--- src/rtl/instruction_encoder_pkg.sv ---
// Shared ARMAria encoding constants, FSM state type and a field-range helper.
package instruction_encoder_pkg;

  localparam int ID_W     = 7;
  localparam int REG_W    = 4;
  localparam int OFF_W    = 12;
  localparam int COND_W   = 5;
  localparam int WORD_W   = 16;

  // Decoded instruction IDs, shared with the control unit's decoder.
  localparam logic [ID_W-1:0] ID_LSL          = 7'h01;
  localparam logic [ID_W-1:0] ID_LSR          = 7'h02;
  localparam logic [ID_W-1:0] ID_ASR          = 7'h03;
  localparam logic [ID_W-1:0] ID_ADD_REG      = 7'h04;
  localparam logic [ID_W-1:0] ID_SUB_REG      = 7'h05;
  localparam logic [ID_W-1:0] ID_ADD_IMM3     = 7'h06;
  localparam logic [ID_W-1:0] ID_SUB_IMM3     = 7'h07;
  localparam logic [ID_W-1:0] ID_MOV_IMM8     = 7'h08;
  localparam logic [ID_W-1:0] ID_SUB_IMM8     = 7'h0B;
  localparam logic [ID_W-1:0] ID_ALU_FIRST    = 7'h0C;
  localparam logic [ID_W-1:0] ID_ALU_LAST     = 7'h1B;
  localparam logic [ID_W-1:0] ID_LDR_PC       = 7'h27;
  localparam logic [ID_W-1:0] ID_LS_REG_FIRST = 7'h28;
  localparam logic [ID_W-1:0] ID_LS_REG_LAST  = 7'h2F;
  localparam logic [ID_W-1:0] ID_LS_IMM_FIRST = 7'h30;
  localparam logic [ID_W-1:0] ID_LS_IMM_LAST  = 7'h35;
  localparam logic [ID_W-1:0] ID_LS_SP_FIRST  = 7'h36;
  localparam logic [ID_W-1:0] ID_LS_SP_LAST   = 7'h39;
  localparam logic [ID_W-1:0] ID_B            = 7'h48;
  localparam logic [ID_W-1:0] ID_BCOND        = 7'h49;
  localparam logic [ID_W-1:0] ID_BX           = 7'h4A;
  localparam logic [ID_W-1:0] ID_BLX          = 7'h4B;
  localparam logic [ID_W-1:0] ID_HALT         = 7'h64;

  // Major opcodes (instruction bits 15:12).
  localparam logic [3:0] OPC_LS_REG = 4'h5;
  localparam logic [3:0] OPC_LS_IMM = 4'h6;
  localparam logic [3:0] OPC_LS_SP  = 4'h9;
  localparam logic [3:0] OPC_BCOND  = 4'hD;
  localparam logic [3:0] OPC_BX     = 4'hE;
  localparam logic [7:0] OPC_B      = 8'hC0;

  // Condition code 0x0F means "always" and is not encodable in a conditional branch.
  localparam logic [COND_W-1:0] COND_ALWAYS = 5'h0F;

  typedef enum logic [2:0] {
    ST_IDLE,
    ST_STREAM,
    ST_FLUSH,
    ST_DONE,
    ST_FAULT
  } enc_state_t;

  // True when the offset has no set bits above an immediate field of the given width.
  function automatic logic offset_fits(input logic [OFF_W-1:0] off, input int unsigned bits);
    return (off >> bits) == '0;
  endfunction

endpackage

--- src/rtl/instruction_packer.sv ---
// Pure combinational packer: decoded field tuple -> 16-bit instruction word plus an
// illegal flag for unknown IDs or fields that do not fit their encoding slot.
module instruction_packer
  import instruction_encoder_pkg::*;
(
  input  logic [ID_W-1:0]   i_id,
  input  logic [REG_W-1:0]  i_reg_d,
  input  logic [REG_W-1:0]  i_reg_a,
  input  logic [REG_W-1:0]  i_reg_b,
  input  logic [OFF_W-1:0]  i_offset,
  input  logic [COND_W-1:0] i_cond,
  output logic [WORD_W-1:0] o_word,
  output logic              o_illegal
);

  logic [2:0] w_rd, w_ra, w_rb;
  logic       w_rd_ok, w_ra_ok, w_rb_ok, w_ra_is_rd;
  logic       w_imm3_ok, w_imm5_ok, w_imm8_ok;
  logic [1:0] w_sub_rr;
  logic [3:0] w_sub_alu;
  logic [2:0] w_sub_ls;
  logic [1:0] w_sub_lsi;
  logic [3:0] w_opc_lsi, w_opc_sp;

  assign w_rd       = i_reg_d[2:0];
  assign w_ra       = i_reg_a[2:0];
  assign w_rb       = i_reg_b[2:0];
  assign w_rd_ok    = ~i_reg_d[3];
  assign w_ra_ok    = ~i_reg_a[3];
  assign w_rb_ok    = ~i_reg_b[3];
  assign w_ra_is_rd = (i_reg_a == i_reg_d);
  assign w_imm3_ok  = offset_fits(i_offset, 3);
  assign w_imm5_ok  = offset_fits(i_offset, 5);
  assign w_imm8_ok  = offset_fits(i_offset, 8);

  // Sub-opcodes are the ID's distance from the first ID of its group.
  assign w_sub_rr  = 2'(i_id - ID_ADD_REG);
  assign w_sub_alu = 4'(i_id - ID_ALU_FIRST);
  assign w_sub_ls  = 3'(i_id - ID_LS_REG_FIRST);
  assign w_sub_lsi = 2'((i_id - ID_LS_IMM_FIRST) >> 1);
  assign w_opc_lsi = OPC_LS_IMM + {2'b00, w_sub_lsi};
  // 0x36/0x37 have ID bit 1 set and use opcode 9; 0x38/0x39 use opcode 10.
  assign w_opc_sp  = OPC_LS_SP + {3'b000, ~i_id[1]};

  // Select the encoding group by ID and validate the fields that group uses.
  always_comb begin
    o_word    = '0;
    o_illegal = 1'b0;
    if (i_id == ID_LSL || i_id == ID_LSR) begin
      o_word    = {4'b0000, i_id[1], i_offset[4:0], w_ra, w_rd};
      o_illegal = !(w_imm5_ok && w_ra_ok && w_rd_ok);
    end else if (i_id == ID_ASR) begin
      o_word    = {5'b00010, i_offset[4:0], w_ra, w_rd};
      o_illegal = !(w_imm5_ok && w_ra_ok && w_rd_ok);
    end else if (i_id >= ID_ADD_REG && i_id <= ID_SUB_IMM3) begin
      if (i_id <= ID_SUB_REG) begin
        o_word    = {5'b00011, w_sub_rr, w_rb, w_ra, w_rd};
        o_illegal = !(w_rb_ok && w_ra_ok && w_rd_ok);
      end else begin
        o_word    = {5'b00011, w_sub_rr, i_offset[2:0], w_ra, w_rd};
        o_illegal = !(w_imm3_ok && w_ra_ok && w_rd_ok);
      end
    end else if (i_id >= ID_MOV_IMM8 && i_id <= ID_SUB_IMM8) begin
      o_word    = {3'b001, i_id[1:0], w_rd, i_offset[7:0]};
      o_illegal = !(w_imm8_ok && w_rd_ok && w_ra_is_rd);
    end else if (i_id >= ID_ALU_FIRST && i_id <= ID_ALU_LAST) begin
      o_word    = {5'b01000, 1'b0, w_sub_alu, w_rb, w_rd};
      o_illegal = !(w_rb_ok && w_rd_ok && w_ra_is_rd);
    end else if (i_id == ID_LDR_PC) begin
      o_word    = {5'b01001, w_rd, i_offset[7:0]};
      o_illegal = !(w_imm8_ok && w_rd_ok);
    end else if (i_id >= ID_LS_REG_FIRST && i_id <= ID_LS_REG_LAST) begin
      o_word    = {OPC_LS_REG, w_sub_ls, w_rb, w_ra, w_rd};
      o_illegal = !(w_rb_ok && w_ra_ok && w_rd_ok);
    end else if (i_id >= ID_LS_IMM_FIRST && i_id <= ID_LS_IMM_LAST) begin
      o_word    = {w_opc_lsi, i_id[0], i_offset[4:0], w_ra, w_rd};
      o_illegal = !(w_imm5_ok && w_ra_ok && w_rd_ok);
    end else if (i_id >= ID_LS_SP_FIRST && i_id <= ID_LS_SP_LAST) begin
      o_word    = {w_opc_sp, i_id[0], w_rd, i_offset[7:0]};
      o_illegal = !(w_imm8_ok && w_rd_ok);
    end else if (i_id == ID_B) begin
      o_word    = {OPC_B, i_offset[7:0]};
      o_illegal = !w_imm8_ok;
    end else if (i_id == ID_BCOND) begin
      o_word    = {OPC_BCOND, i_cond[3:0], i_offset[7:0]};
      o_illegal = !w_imm8_ok || (i_cond >= COND_ALWAYS);
    end else if (i_id == ID_BX || i_id == ID_BLX) begin
      o_word    = {OPC_BX, i_id[0], 11'b0};
    end else if (i_id == ID_HALT) begin
      o_word    = 16'hFFFF;
    end else begin
      o_illegal = 1'b1;
    end
  end

endmodule

--- src/rtl/instruction_encoder.sv ---
// Program writer: accepts decoded tuples over valid/ready, packs them and writes
// consecutive instruction-memory words from base_addr, stopping on a sticky fault.
module instruction_encoder
  import instruction_encoder_pkg::*;
#(
  parameter int ID_WIDTH               = 7,
  parameter int REGISTER_WIDTH         = 4,
  parameter int OFFSET_WIDTH           = 12,
  parameter int BRANCH_CONDITION_WIDTH = 5,
  parameter int ADDR_WIDTH             = 12
) (
  input  logic                              clock,
  input  logic                              reset,
  input  logic                              start,
  input  logic [ADDR_WIDTH-1:0]             base_addr,
  input  logic                              in_valid,
  output logic                              in_ready,
  input  logic                              in_last,
  input  logic [ID_WIDTH-1:0]               ID,
  input  logic [REGISTER_WIDTH-1:0]         RegD,
  input  logic [REGISTER_WIDTH-1:0]         RegA,
  input  logic [REGISTER_WIDTH-1:0]         RegB,
  input  logic [OFFSET_WIDTH-1:0]           Offset,
  input  logic [BRANCH_CONDITION_WIDTH-1:0] branch_condition,
  output logic                              mem_we,
  output logic [ADDR_WIDTH-1:0]             mem_addr,
  output logic [15:0]                       mem_data,
  output logic [ADDR_WIDTH:0]               words_written,
  output logic                              done,
  output logic                              fault,
  output logic [ID_WIDTH-1:0]               fault_id
);

  enc_state_t          r_state, w_state_next;
  logic [ADDR_WIDTH:0] r_wr_ptr;      // extra MSB marks "past the last address"
  logic                r_mem_we;
  logic [ADDR_WIDTH-1:0] r_mem_addr;
  logic [15:0]         r_mem_data;
  logic [ADDR_WIDTH:0] r_words;
  logic [ID_WIDTH-1:0] r_fault_id;

  logic [15:0] w_word;
  logic        w_illegal, w_accept, w_reject, w_restart;

  instruction_packer u_packer (
    .i_id      (ID),
    .i_reg_d   (RegD),
    .i_reg_a   (RegA),
    .i_reg_b   (RegB),
    .i_offset  (Offset),
    .i_cond    (branch_condition),
    .o_word    (w_word),
    .o_illegal (w_illegal)
  );

  assign w_accept  = in_valid && (r_state == ST_STREAM);
  assign w_reject  = w_illegal || r_wr_ptr[ADDR_WIDTH];
  assign w_restart = start && (r_state == ST_IDLE || r_state == ST_DONE || r_state == ST_FAULT);

  // Next-state logic: start only restarts from idle/done/fault, never mid-program.
  always_comb begin
    w_state_next = r_state;
    case (r_state)
      ST_IDLE:   if (w_restart) w_state_next = ST_STREAM;
      ST_STREAM: begin
        if (w_accept) begin
          if (w_reject)     w_state_next = ST_FAULT;
          else if (in_last) w_state_next = ST_FLUSH;
        end
      end
      ST_FLUSH:  w_state_next = ST_DONE;
      ST_DONE:   w_state_next = w_restart ? ST_STREAM : ST_IDLE;
      ST_FAULT:  if (w_restart) w_state_next = ST_STREAM;
      default:   w_state_next = ST_IDLE;
    endcase
  end

  // State register.
  always_ff @(posedge clock) begin
    if (reset) r_state <= ST_IDLE;
    else       r_state <= w_state_next;
  end

  // Write port, address pointer, word counter and fault ID capture.
  always_ff @(posedge clock) begin
    if (reset) begin
      r_wr_ptr   <= '0;
      r_mem_we   <= 1'b0;
      r_mem_addr <= '0;
      r_mem_data <= '0;
      r_words    <= '0;
      r_fault_id <= '0;
    end else begin
      r_mem_we <= w_accept && !w_reject;
      if (r_mem_we) r_words <= r_words + 1'b1;
      if (w_restart) begin
        r_wr_ptr <= {1'b0, base_addr};
        r_words  <= '0;
      end
      if (w_accept && !w_reject) begin
        r_mem_addr <= r_wr_ptr[ADDR_WIDTH-1:0];
        r_mem_data <= w_word;
        r_wr_ptr   <= r_wr_ptr + 1'b1;
      end
      if (w_accept && w_reject) r_fault_id <= ID;
    end
  end

  assign in_ready      = (r_state == ST_STREAM);
  assign done          = (r_state == ST_DONE);
  assign fault         = (r_state == ST_FAULT);
  assign mem_we        = r_mem_we;
  assign mem_addr      = r_mem_addr;
  assign mem_data      = r_mem_data;
  assign words_written = r_words;
  assign fault_id      = r_fault_id;

endmodule

--- config.mk ---
export PLATFORM = sky130hd
export DESIGN_NAME = instruction_encoder
export DESIGN_NICKNAME = d
export VERILOG_FILES = /design/src/rtl/instruction_encoder_pkg.sv /design/src/rtl/instruction_packer.sv /design/src/rtl/instruction_encoder.sv
export SDC_FILE = /design/constraint.sdc
export NUM_CORES = 1
export LEC_CHECK = 0
export ABC_CLOCK_PERIOD_IN_PS = 8460
export CORE_ASPECT_RATIO = 0.9
export CORE_MARGIN = 10
export CORE_UTILIZATION = 38
export CTS_BUF_LIST = sky130_fd_sc_hd__clkbuf_4
export DETAILED_ROUTE_END_ITERATION = 12
export SLEW_MARGIN = 20
export SYNTH_ARGS = -nofsm -noshare
export SYNTH_HDL_FRONTEND = slang
export SYNTH_SLANG_ARGS = --single-unit
--- constraint.sdc ---
create_clock -name clock -period 8.46 [get_ports clock]
set_clock_uncertainty 0.1 [all_clocks]
set_input_delay 2.115 -clock clock [delete_from_list [all_inputs] [get_ports clock]]
set_output_delay 2.115 -clock clock [all_outputs]
set_load 0.01 [all_outputs]
==> summary.txt, run 1 <==
Run status
  • Status: finished, final reports clean

Final layout
  • Multi-input gate area: roughly 2800 um^2
  • Fill count: 1,153
  • Final nets: 696
  • Final Core Density: 0.491
  • Reg area: 1300 um^2
  • Growth of design area from synthesis to finish: 27.3%
  • Share of cells above drive strength 1: 0.0733
  • Design Area, Final: 5540 um^2

Clock tree
  • Clock-pin slew on the worst setup and hold paths: 110 ps
  • Cts hold-fix bufs: 0
  • Clk_lat worst skew: 430 ps
  • Clk sinks: 65
  • # H-tree levels: 3
  • CTS resizes: 0
  • Clk buf depth: 2
  • Post-CTS setup buffers: 0
  • CTS tree: done
  • Number of buffers created by CTS: 9
  • Root Driver: clkbuf_4

Pwr
  • Peak VDD IR: 84.1 uV
  • LEAKAGE: 1.88 nW
  • P per Cell Area: 121 nW/um^2
  • Total power: 669 uW

Yosys
  • Synth area leaders: dfxtp_1 30%, a21oi_1 6.4%, nand3_1 4.9%
  • Register area share after synthesis: 0.299
  • Post-Syn Area per Cell: 7.80 um^2
  • Synth Instances: 558
  • Synthesized Nets: 617
  • Most numerous cell in the Yosys netlist: dfxtp_1
  • Post-synth EDFFs: 0
  • Yosys top cell area share: 0.299
  • Post-synth top flop: dfxtp_1
  • Post-synth ARST share: 0
  • Yosys reg bits: 65
  • Syn. warnings: 0
  • Post-Syn Area: about 4400 um^2
  • Post-synth top cells: 65 x dfxtp_1, 56 x a21oi_1, 43 x nand3_1, 39 x nand2_1, 37 x nor2_1
  • Distinct cells, synth: 79
  • Cell taking the most area after synthesis: dfxtp_1

STA
  • Tcrit/Tclk final: 0.711
  • Final Max Slew Viols: 0
  • Worst relative slew slack: 0.361
  • Minimum clock period: 6020 ps
  • Worst Tran Pin Value: 956 ps
  • RSZ-0062 raised after global routing: no
  • Final TNS setup: 0 ps
  • Final setup margin: between 2000 and 2500 ps
  • Max Freq: around 170 MHz
  • Final setup fails: 0
  • Final hold viol count: 0

Global route
  • Initial antenna violation count: 0
  • Gr usage total: 0.186
  • Largest net degree at the start of global routing: 53
  • Vias in the first global route: 4,620
  • First-pass GRT wire length: 24,900 um
  • Met3 Usage GRT: 0.0539
  • Met1 usage: 0.260
  • M2 GR Usage: 0.277
  • Grt total ovfl: 0
  • Global routing's busiest layer: met2

Worst setup path
  • CP Max Fanout: 34
  • Max stage delay cell, worst path: clkdlybuf4s50_1
  • Critical Path RT: 8680 ps
  • Element type at the critical path end: flip-flop
  • Max stage delay on crit path: between 800 and 900 ps
  • Crit Path Category: in -> reg
  • Critical Path AT: 6240 ps
  • CP top delay family: compound AO/OA/AOI/OAI gates
  • R2r setup slk: slightly above 6000 ps
  • Worst path cell trace: clkdlybuf4s50_1 > inv_2 > ha_1 > nor2b_1 > o21ba_2 > o31a_1 > nor4_2 > o21ai_2 > a21oi_4 > nor2_1 > a311oi_1
  • Element type at the critical path start: input pin
  • Worst Path Buf+Inv: 2

Place
  • Pre-CTS WS: 2070 ps
  • GPL Wtd Cong: 0.961
  • Port bufs: 104
  • Post-DP Area: around 5400 um^2
  • Hpwl dp: between 10,000 and 15,000 um

Route
  • Drt total wl: 15,500 um
  • Pre-antenna DRT Iters: 5
  • Detail Route Antenna Nets: 0
  • Via density: 6.01
  • Via count: 4,798
  • Iter 0 DRT Violations: 569
  • Routed wire per std cell: 19.4 um
  • Post-route DRC: 0

Run
  • Max Cap Viol: 0

Die
  • Die area: 16,100 um^2
  • Top Ports: 105
  • Chip Height: 122 um
  • Initial Util: 0.385
  • # rows: 37
  • Die width: 133 um
  • CORE AREA: 11,300 um^2

Min path
  • Worst Hold Class: reg -> reg
-- power by group --
part / internal [mW] / switching, mW / leakage, nW
combinational: 0.0683 / 0.0946 / 1.30
sequential: 0.316 / 0.0121 / 0.527
clock: 0.0614 / 0.117 / 0.0582
-- metal layers --
metal / vias to the layer above / part of all wire
met3: 15 / 0.076
li1: 2281 / -
met5: - / 0
met2: 189 / 0.43
met4: 0 / 0.010
met1: 2313 / 0.48
-- worst paths after layout --
kind | depth (start not counted) | start | endpoint
setup / recovery | 11 | ID[3] | mem_data[9]
hold / removal | 1 | r_state[2] | r_state[1]
setup reg to reg | 4 | r_wr_ptr[12] | mem_data[9]
hold reg to reg | 1 | r_state[2] | r_state[1]
-- registers in the layout, summed over array words and instances (netlist names) --
| register | flops |
|---|---|
| mem_data | 16 |
| r_wr_ptr | 13 |
| words_written | 13 |
| mem_addr | 12 |
| fault_id | 7 |
| r_state | 3 |
| mem_we | 1 |
-- cell type report --
type / count / area share
Tap cell: 156 / 0.0352
Multi-Input combinational cell: 439 / 0.507
Inverter: 13 / 0.00881
Timing Repair Buffer: 109 / 0.194
Antenna cell: 1 / 0.000452
Sequential cell: 65 / 0.235
Clock inverter: 5 / 0.00610
Clock buffer: 10 / 0.0135
-- stage by stage --
stage | cells | hold slack, ps
after floorplan | 558 | 299
after global placement | 782 | 308
after detailed placement | 782 | 323
after CTS | 797 | 341
after global routing | 797 | 368
final | 798 | 336
-- layout by cell type (no fill, tap or decap), drive strengths merged, types with 10 or more instances in the layout --
master,n
clkdlybuf4s50,103
dfxtp,65
a21oi,58
o21ai,45
nand3,44
nand2,39
nor2,37
and3,18
a31oi,16
inv,13
nor3,13
nor2b,11
a311oi,11
o211ai,10
clkbuf,10
-- cell families (layout without fill, tap and decap cells) --
kind of cell	Yosys count	in the layout	share of synthesized area
multiplexers	9	9	0.0207
flip-flops	65	65	0.299
buffers and inverters	54	137	0.0552
XOR/XNOR	14	14	0.0282
adder cells (fa/ha/maj)	6	6	0.0172
AND/OR/NAND/NOR	214	214	0.272
other	0	1	0
AO/OA/AOI/OAI	196	196	0.307
(Power assumes the default switching activity.)
==> run 2: changes to the inputs <==
--- a/config.mk
+++ b/config.mk
@@ -5,12 +5,13 @@
 export SDC_FILE = /design/constraint.sdc
 export NUM_CORES = 1
 export LEC_CHECK = 0
-export ABC_CLOCK_PERIOD_IN_PS = 8460
+export ABC_CLOCK_PERIOD_IN_PS = 5100
 export CORE_ASPECT_RATIO = 0.9
 export CORE_MARGIN = 10
 export CORE_UTILIZATION = 38
 export CTS_BUF_LIST = sky130_fd_sc_hd__clkbuf_4
 export DETAILED_ROUTE_END_ITERATION = 12
+export PLACE_DENSITY = 0.66
 export SLEW_MARGIN = 20
 export SYNTH_ARGS = -nofsm -noshare
 export SYNTH_HDL_FRONTEND = slang
==> constraint.sdc (replaced) <==
create_clock -name clock -period 5.1 [get_ports clock]
set_clock_uncertainty 0.1 [all_clocks]
set_input_delay 1.275 -clock clock [delete_from_list [all_inputs] [get_ports clock]]
set_output_delay 1.275 -clock clock [all_outputs]
set_load 0.01 [all_outputs]
==> run 2 against run 1 <==
Hold slack gained 15 ps. Combinational power increased by 73%. Register-to-register slack got worse by 3300 ps. Non-clock buffer count increased by 20. Die area unchanged. Sequential power is 66% higher. Design area up 2.6%. Wire length grew 4.3%. Largest cell class unchanged. Sequential share of layout area is 0.59 points lower.
==> summary.txt, run 2 (synthesized netlist as in run 1, its figures left out) <==
Worst setup path
  • CP top delay family: compound AO/OA/AOI/OAI gates
  • Critical Path RT: 5290 ps (-3390 ps)
  • CP Max Fanout: 29 (-15%)
  • Critical Path AT: 4570 ps (-1670 ps)
  • Max stage delay cell, worst path: clkdlybuf4s50_1
  • Element type at the critical path end: flip-flop
  • Crit Path Category: in -> reg
  • Max stage delay on crit path: 860 ps (+40 ps)
  • Worst Path Buf+Inv: 2 (unchanged)
  • Reg2Reg Depth: 6 (+2)
  • Worst path cell trace: clkdlybuf4s50_1 > nor2b_1 > a22o_1 > a2111oi_0 > nor3_1 > nor4_4 > a21o_1 > buf_4 > a21oi_1 > a2111oi_1
  • Instance count on the critical path: 10 (-1)
  • Element type at the critical path start: input pin

Route
  • Drt total wl: 16,100 um (+4.3%)
  • Detail Route Antenna Nets: 0 (unchanged)
  • Routed wire per std cell: 19.8 um (+1.9%)
  • Pre-antenna DRT Iters: 5 (unchanged)
  • Post-route DRC: 0 (unchanged)
  • Via density: 6.00 (-0.23%)
  • Via count: 4,901 (+2.1%)
  • Iter 0 DRT Violations: 635 (+12%)

STA
  • Minimum clock period: 4380 ps
  • Worst relative slew slack: 0.367 (+0.00588)
  • Final setup margin: 718 ps (-1730 ps)
  • Final Max Slew Viols: 0 (unchanged)
  • Worst Tran Pin Value: 950 ps (-5.82 ps)
  • Max Freq: 228 MHz
  • Final setup fails: 0 (unchanged)
  • Tightest hold margin: 351 ps (+15.1 ps)
  • Final TNS setup: 0 ps (unchanged)
  • RSZ-0062 raised after global routing: no
  • Tcrit/Tclk final: 0.859
  • Final hold viol count: 0 (unchanged)

Final layout
  • Growth of design area from synthesis to finish: 30.6%
  • Most common cell after layout, fill and taps aside: clkdlybuf4s50_1
  • Final nets: 716 (+2.9%)
  • Most frequent cells in the layout: 103 x clkdlybuf4s50_1, 65 x dfxtp_1, 56 x a21oi_1, 43 x nand3_1, 39 x nand2_1
  • Final Core Density: 0.503 (+0.0126)
  • Antenna cells: 0 (-1)
  • Max reg flops: 16 (unchanged)
  • Share of cells above drive strength 1: 0.0998 (+0.0265)

Die
  • # rows: 37 (unchanged)
  • CORE AREA: 11,300 um^2 (unchanged)
  • Initial Util: 0.385 (unchanged)
  • Die width: 133 um (unchanged)
  • Die area: 16,100 um^2 (unchanged)
  • Top Ports: 105 (unchanged)
  • Chip Height: 122 um (unchanged)

Global route
  • Vias in the first global route: 4,658 (+0.82%)
  • First-pass GRT wire length: 25,900 um (+3.8%)
  • Grt total ovfl: 0 (unchanged)
  • Gr usage total: 0.194 (+0.00786)
  • Largest net degree at the start of global routing: 53 (unchanged)
  • Initial antenna violation count: 0 (unchanged)

Clock tree
  • Root Driver: clkbuf_4
  • Clk_lat worst skew: 420 ps (about the same)
  • Number of buffers created by CTS: 9 (unchanged)
  • CTS resizes: 0 (unchanged)
  • CTS tree: done
  • Cts hold-fix bufs: 0 (unchanged)
  • # H-tree levels: 3 (unchanged)
  • Post-CTS setup buffers: 0 (unchanged)
  • Clk buf depth: 2 (unchanged)
  • Clk sinks: 65 (unchanged)
  • Clock-pin slew on the worst setup and hold paths: 100 ps (about the same)

Pwr
  • Share of total power in sequential cells: 0.490 (about the same)
  • Logic gate share of total power: 0.254 (+0.011)
  • Cell Int Power: 740 uW (+66%)
  • Peak VDD IR: 177 uV (+110%)
  • Psw: 371 uW (+66%)
  • Clock power frac: 0.256 (-0.011)
  • P per Cell Area: 196 nW/um^2 (+62%)
  • LEAKAGE: 1.97 nW (+4.7%)
  • Total power: 1.11 mW (+66%)
  • Sw frac: 0.334 (about the same)

Run
  • Max Cap Viol: 0 (unchanged)

Place
  • GPL Wtd Cong: 0.951 (-1.0%)
  • Hpwl dp: 12,200 um (+7.9%)
  • Pre-CTS WS: 336 ps (-1730 ps)
  • Port bufs: 104 (unchanged)

Min path
  • Worst Hold Class: reg -> reg
  • Hold path cells: 1 (unchanged)

Run status
  • Status: finished, final reports clean
-- run 2: cell count changes in the layout (fill, tap and decap cells not counted), sizes merged --
cell	delta
buf	+20
clkbuf	-1
clkinvlp	+1
diode	-1
-- run 2: path summary, 6_finish.rpt --
path | startpoint | endpoint | slack [ps]
worst max-delay path | ID[1] | r_state[1] | 720
worst min-delay path | r_state[2] | r_state[1] | 350
worst max register to register | r_state[0] | r_wr_ptr[7] | 2840
worst min register to register | r_state[2] | r_state[1] | 350
-- run 2: layout make-up --
| type | instances | area (um^2) |
|---|---|---|
| fill | 1151 | 5610 |
| multi-input combinational | 439 | 2810 |
| sequential | 65 | 1300 |
| timing repair buffer | 129 | 1220 |
| tap | 156 | 195 |
| clock buffer | 9 | 67.6 |
| inverter | 13 | 48.8 |
| clock inverter | 6 | 36.3 |
-- run 2: power groups by stage --
stage	clock network, mW	logic [mW]	registers, mW
floorplan	0	0.162	0.552
global placement	0	0.277	0.554
detailed placement	0	0.278	0.554
CTS	0.295	0.280	0.543
global route	0.317	0.307	0.547
finish	0.285	0.282	0.544
-- run 2: metal layers --
layer	track usage	part of all wire	up-vias
met1	0.276	0.48	2351
met5	0	0	-
li1	-	-	2308
met2	0.286	0.43	230
met4	0.0467	0.0079	0
met3	0.0502	0.077	12
-- run 2: stage by stage --
step           cell area (um^2)  instances
5_1_grt                    5680        817
6_report                   5680        817
3_5_place_dp               5580        802
4_1_cts                    5680        817
3_3_place_gp               5580        802
2_1_floorplan              4350        558
==> run 3: changes to the inputs <==
--- a/config.mk
+++ b/config.mk
@@ -12,7 +12,7 @@
 export CTS_BUF_LIST = sky130_fd_sc_hd__clkbuf_4
 export DETAILED_ROUTE_END_ITERATION = 12
 export PLACE_DENSITY = 0.66
-export SLEW_MARGIN = 20
+export SLEW_MARGIN = 10
 export SYNTH_ARGS = -nofsm -noshare
 export SYNTH_HDL_FRONTEND = slang
 export SYNTH_SLANG_ARGS = --single-unit
==> results of run 3 <==
Final layout, timing and power as in run 2 (identical DEF).
